## config.mk

```make
export PLATFORM = sky130hd
export DESIGN_NAME = wb_slave_mem
export DESIGN_NICKNAME = d
export VERILOG_FILES = /design/src/rtl/wb_slave_mem.sv
export SDC_FILE = /design/constraint.sdc
export NUM_CORES = 1
export LEC_CHECK = 0
export BUFFER_PORTS_ARGS = -buffer_cell sky130_fd_sc_hd__buf_2
export CAP_MARGIN = 25
export CORE_ASPECT_RATIO = 1.75
export CORE_MARGIN = 3
export CORE_UTILIZATION = 48
export CTS_CLUSTER_SIZE = 8
export DETAILED_ROUTE_END_ITERATION = 10
export GPL_ROUTABILITY_DRIVEN = 0
export MAX_ROUTING_LAYER = met4
export PLACE_DENSITY = 0.71
export SYNTH_ARGS = -nofsm -noshare
export SYNTH_HDL_FRONTEND = slang
export SYNTH_SLANG_ARGS = --single-unit
```

## constraint.sdc

```tcl
create_clock -name clk -period 7.75 [get_ports clk]
set_input_delay 0.775 -clock clk [delete_from_list [all_inputs] [get_ports clk]]
set_output_delay 0.775 -clock clk [all_outputs]
set_load 0.1 [all_outputs]
```

## src/rtl/wb_slave_mem.sv

```systemverilog
// Wishbone classic slave backed by a DEPTH x 32-bit register memory.
// Terminates each request after WAIT_CYCLES wait states with a one-cycle ack or err pulse.
module wb_slave_mem #(
  parameter int DEPTH       = 16,
  parameter int WAIT_CYCLES = 1
) (
  input  logic        clk,
  input  logic        rst,
  input  logic        wb_cyc_i,
  input  logic        wb_stb_i,
  input  logic        wb_we_i,
  input  logic [31:0] wb_adr_i,
  input  logic [31:0] wb_dat_i,
  output logic [31:0] wb_dat_o,
  output logic        wb_ack_o,
  output logic        wb_err_o,
  output logic [15:0] txn_count
);

  localparam int AW = $clog2(DEPTH);
  localparam logic [3:0] WAIT_LOAD = (WAIT_CYCLES > 0) ? 4'(WAIT_CYCLES - 1) : 4'd0;

  typedef enum logic [1:0] {
    S_IDLE = 2'd0,
    S_WAIT = 2'd1,
    S_RESP = 2'd2
  } state_t;

  state_t      state_q, state_d;
  logic [3:0]  wait_cnt_q, wait_cnt_d;
  logic        we_q, we_d;
  logic [29:0] wadr_q, wadr_d;
  logic [31:0] wdat_q, wdat_d;
  logic        ack_q, ack_d;
  logic        err_q, err_d;
  logic [31:0] rdat_q, rdat_d;
  logic [15:0] txn_count_q, txn_count_d;
  logic [31:0] mem_q [DEPTH];

  logic          req;
  logic          resp_entry;
  logic          eff_we;
  logic [29:0]   eff_wadr;
  logic [31:0]   eff_dat;
  logic [AW-1:0] eff_idx;
  logic          in_range;
  logic          mem_we;
  logic          unused_adr_bits;

  assign req             = wb_cyc_i & wb_stb_i;
  assign unused_adr_bits = ^wb_adr_i[1:0];

  // With zero wait states the response is produced on the sampling edge, so
  // the request fields come straight from the bus instead of the latches.
  always_comb begin
    if (state_q == S_IDLE) begin
      eff_we   = wb_we_i;
      eff_wadr = wb_adr_i[31:2];
      eff_dat  = wb_dat_i;
    end else begin
      eff_we   = we_q;
      eff_wadr = wadr_q;
      eff_dat  = wdat_q;
    end
  end

  assign eff_idx    = eff_wadr[AW-1:0];
  assign in_range   = (eff_wadr[29:AW] == '0);
  assign resp_entry = (state_d == S_RESP) && (state_q != S_RESP);

  always_ff @(posedge clk or negedge rst) begin
    if (!rst) begin
      state_q    <= S_IDLE;
      wait_cnt_q <= 4'd0;
    end else begin
      state_q    <= state_d;
      wait_cnt_q <= wait_cnt_d;
    end
  end

  always_comb begin
    state_d    = state_q;
    wait_cnt_d = wait_cnt_q;
    case (state_q)
      S_IDLE: begin
        if (req) begin
          if (WAIT_CYCLES > 0) begin
            state_d    = S_WAIT;
            wait_cnt_d = WAIT_LOAD;
          end else begin
            state_d = S_RESP;
          end
        end
      end
      S_WAIT: begin
        // A dropped request abandons the transfer silently.
        if (!req) begin
          state_d    = S_IDLE;
          wait_cnt_d = 4'd0;
        end else if (wait_cnt_q == 4'd0) begin
          state_d = S_RESP;
        end else begin
          wait_cnt_d = wait_cnt_q - 4'd1;
        end
      end
      S_RESP:  state_d = S_IDLE;
      default: state_d = S_IDLE;
    endcase
  end

  always_comb begin
    we_d        = we_q;
    wadr_d      = wadr_q;
    wdat_d      = wdat_q;
    ack_d       = 1'b0;
    err_d       = 1'b0;
    rdat_d      = rdat_q;
    txn_count_d = txn_count_q;
    mem_we      = 1'b0;
    if (state_q == S_IDLE && req) begin
      we_d   = wb_we_i;
      wadr_d = wb_adr_i[31:2];
      wdat_d = wb_dat_i;
    end
    if (resp_entry) begin
      if (in_range) begin
        ack_d       = 1'b1;
        txn_count_d = txn_count_q + 16'd1;
        if (eff_we) begin
          mem_we = 1'b1;
        end else begin
          rdat_d = mem_q[eff_idx];
        end
      end else begin
        err_d = 1'b1;
      end
    end
  end

  always_ff @(posedge clk or negedge rst) begin
    if (!rst) begin
      we_q        <= 1'b0;
      wadr_q      <= '0;
      wdat_q      <= '0;
      ack_q       <= 1'b0;
      err_q       <= 1'b0;
      rdat_q      <= '0;
      txn_count_q <= '0;
    end else begin
      we_q        <= we_d;
      wadr_q      <= wadr_d;
      wdat_q      <= wdat_d;
      ack_q       <= ack_d;
      err_q       <= err_d;
      rdat_q      <= rdat_d;
      txn_count_q <= txn_count_d;
    end
  end

  always_ff @(posedge clk or negedge rst) begin
    if (!rst) begin
      for (int i = 0; i < DEPTH; i++) mem_q[i] <= '0;
    end else if (mem_we) begin
      mem_q[eff_idx] <= eff_dat;
    end
  end

  assign wb_dat_o  = rdat_q;
  assign wb_ack_o  = ack_q;
  assign wb_err_o  = err_q;
  assign txn_count = txn_count_q;

endmodule

```

==> metrics <==
status finished clean; post-synthesis cell count 2099; GR Util met2 0.414; commonest cells after routing, fill and taps aside dfrtp_1, mux2_1, a22oi_1, nand2_1, a21oi_1; Fin. Hold Viols 0; placed inst area 28800 um^2; cell row count 116; Residual DRC 0; Initial Utilization 0.486; CP arrival 4.64 ns; Clk pwr share 0.459; Primary FF master, synth dfrtp_1; commonest non-fill, non-tap cell in the layout dfrtp_1; final-report setup violation count 0; fin nets 2240; worst vdd ir 0.193 mV; Total GRT Usage 0.236; CTS tree yes; Synth top area share 0.567; EDFF count, synth 0; Clock Path Buffers 3; first-pass GRT wire length 110 mm; fin crit share 0.538; clk_skew 0.0189 ns; post-synth top area cell dfrtp_1; leakage dissipation 15.0 nW; Die ar. 61100 um^2; initial antenna violation count 1; Post-Syn Area 27900 um^2; Internal Pwr Total 5.50 mW; largest net degree at the start of global routing 191; switch share 0.240; Sw Pwr 1.74 mW; Filler Cells Inserted 4664; fin crit period 4.17 ns; MaxCap Viol Count 0; per-cell routed wire length 23.9 um; grt total ovfl 0; Top Ports 119; Post-synth ARST share 1.00; Routed Wire Length 70.3 mm; n_diodes 0; critical path fanouts, max 25; cts bufs inserted 88; Worst-Margin Slew 1.09 ns; post-DP HPWL 38.1 mm; Worst Path Buf+Inv 2; drt pass-1 iters 6; RSZ-0062 raised after global routing false; post-layout util 0.543; FF+latch count, synth 631; Clock Sinks 631; relative slew slack 0.272; crit start category register; die height 325 um; Top delay family on crit path simple AND/OR/NAND/NOR gates; DRT iter0 DRCs 1522; grt met3 use 0.0350; crit-path cells inv_1, ha_1, nor3b_2, nor3b_2, nand2_2, nor4_4, buf_4, mux2_1; Reg clk slew, reported paths 0.05 ns; cell mode on critical path nor3b_2; Gate power share 0.070; Worst Path Required 8.23 ns; H-tree Lvls 3; design area 31100 um^2; CP peak stage delay 0.85 ns; Post-CTS Resized 0; Post-DRT Antenna Nets 0; hold_buf cts 0; CORE AREA 57300 um^2; min-delay worst type in2async; met1 usage 0.272; crit end category register; CP max-delay cell nor4_4; Slew Viols, Final 0; vias per cell 6.11; clock root buffer clkbuf_16; register area share after synthesis 0.567; Port Buffers 116; number of synthesis warnings 0; Power Dens Cells 233 nW/um^2; number of global-route vias before repair 19400; setup bufs post-CTS 0; layout cells sized above 1 0.187; syn avg cell area 13.3 um^2; Sequential Power Share 0.471; WS Path Type reg2reg; setup_tns 0 ns; reg-to-reg slack, setup 3.58 ns; via count 18000; latest clock arrival within the worst-skew pair 0.61 ns; die width 188 um; fmax 240 MHz; busiest grt layer met2; Synth Net Count 2171; Distinct cells, synth 44; minimum hold slack 0.144 ns; Area Overhead vs Synth 11.7%; synth top area cells dfrtp_1, mux2_1, a22oi_1
-- path summary, 6_finish.rpt --
kind,startpoint,end,depth (start not counted)
min reg2reg,wb_dat_o[23],wb_dat_o[23],2
max,wait_cnt_q[0],mem_q[181],8
max in group asynchronous,rst,mem_q[362],3
min in group clk,wb_dat_i[4],wdat_q[4],2
max reg2reg,wait_cnt_q[0],mem_q[181],8
min,rst,mem_q[303],1
-- per-layer routing --
layer | share of wire | vias up
li1 | - | 7815
met1 | 0.39 | 9387
met2 | 0.52 | 599
met3 | 0.054 | 168
met4 | 0.038 | 0
met5 | 0 | -
-- cell families after synthesis --
group                    Yosys count  share of synthesized area
AO/OA/AOI/OAI                    441                      0.104
AND/OR/NAND/NOR                  250                     0.0515
multiplexers                     576                      0.233
XOR/XNOR                          15                    0.00471
flip-flops                       631                      0.567
buffers and inverters            183                     0.0383
adder cells (fa/ha/maj)            3                    0.00135
-- final cells by class --
type                       count  area, um^2  share of cell area
clock buffer                  91        2260              0.0725
clock inverter                 3        33.8             0.00109
inverter                       8        30.0            0.000965
multi-input combinational   1285       11100               0.358
sequential                   631       15800               0.507
tap                          767         960              0.0308
timing repair buffer         154         926              0.0297
-- through the flow --
stage / total power, mW / std cells / worst slack [ns]
after floorplan: 3.73 / 2099 / 4.89
after global placement: 3.94 / 2844 / 3.27
after detailed placement: 3.96 / 2844 / 3.19
after CTS: 7.30 / 2938 / 3.57
after global routing: 7.48 / 2939 / 3.26
final: 7.24 / 2939 / 3.58
-- power by group through the flow --
| stage | Combinational [mW] | Sequential [mW] | Clock (mW) |
|---|---|---|---|
| after floorplan | 0.283 | 3.45 | 0 |
| after global placement | 0.488 | 3.45 | 0 |
| after detailed placement | 0.505 | 3.46 | 0 |
| after CTS | 0.505 | 3.41 | 3.39 |
| after global routing | 0.546 | 3.41 | 3.52 |
| final | 0.506 | 3.41 | 3.33 |
-- sequential cells by signal, indices dropped and copies added, names as in the netlist --
register / count
state_q: 2
wb_dat_o: 32
wb_err_o: 1
wadr_q: 30
mem_q: 512
wait_cnt_q: 4
txn_count: 16
wdat_q: 32
wb_ack_o: 1
we_q: 1
-- cells in the mapped netlist (2+ instances only) --
cell / instances
a22oi_1: 256
nand4_1: 8
nor4_1: 46
nor3b_1: 2
dfrtp_1: 631
o21a_1: 3
nand2_1: 139
inv_1: 8
o21ai_0: 39
mux2_2: 124
buf_1: 14
or2_2: 2
ha_1: 3
buf_2: 14
xnor2_1: 14
or4b_2: 2
nor3b_2: 2
nor4_4: 15
nor3_1: 7
nand3_1: 11
buf_6: 48
nor2_1: 6
clkbuf_1: 98
a21oi_1: 133
mux2_1: 451
a31oi_2: 4
nand2b_1: 2
Note: power is estimated with default switching activity, not from simulation.
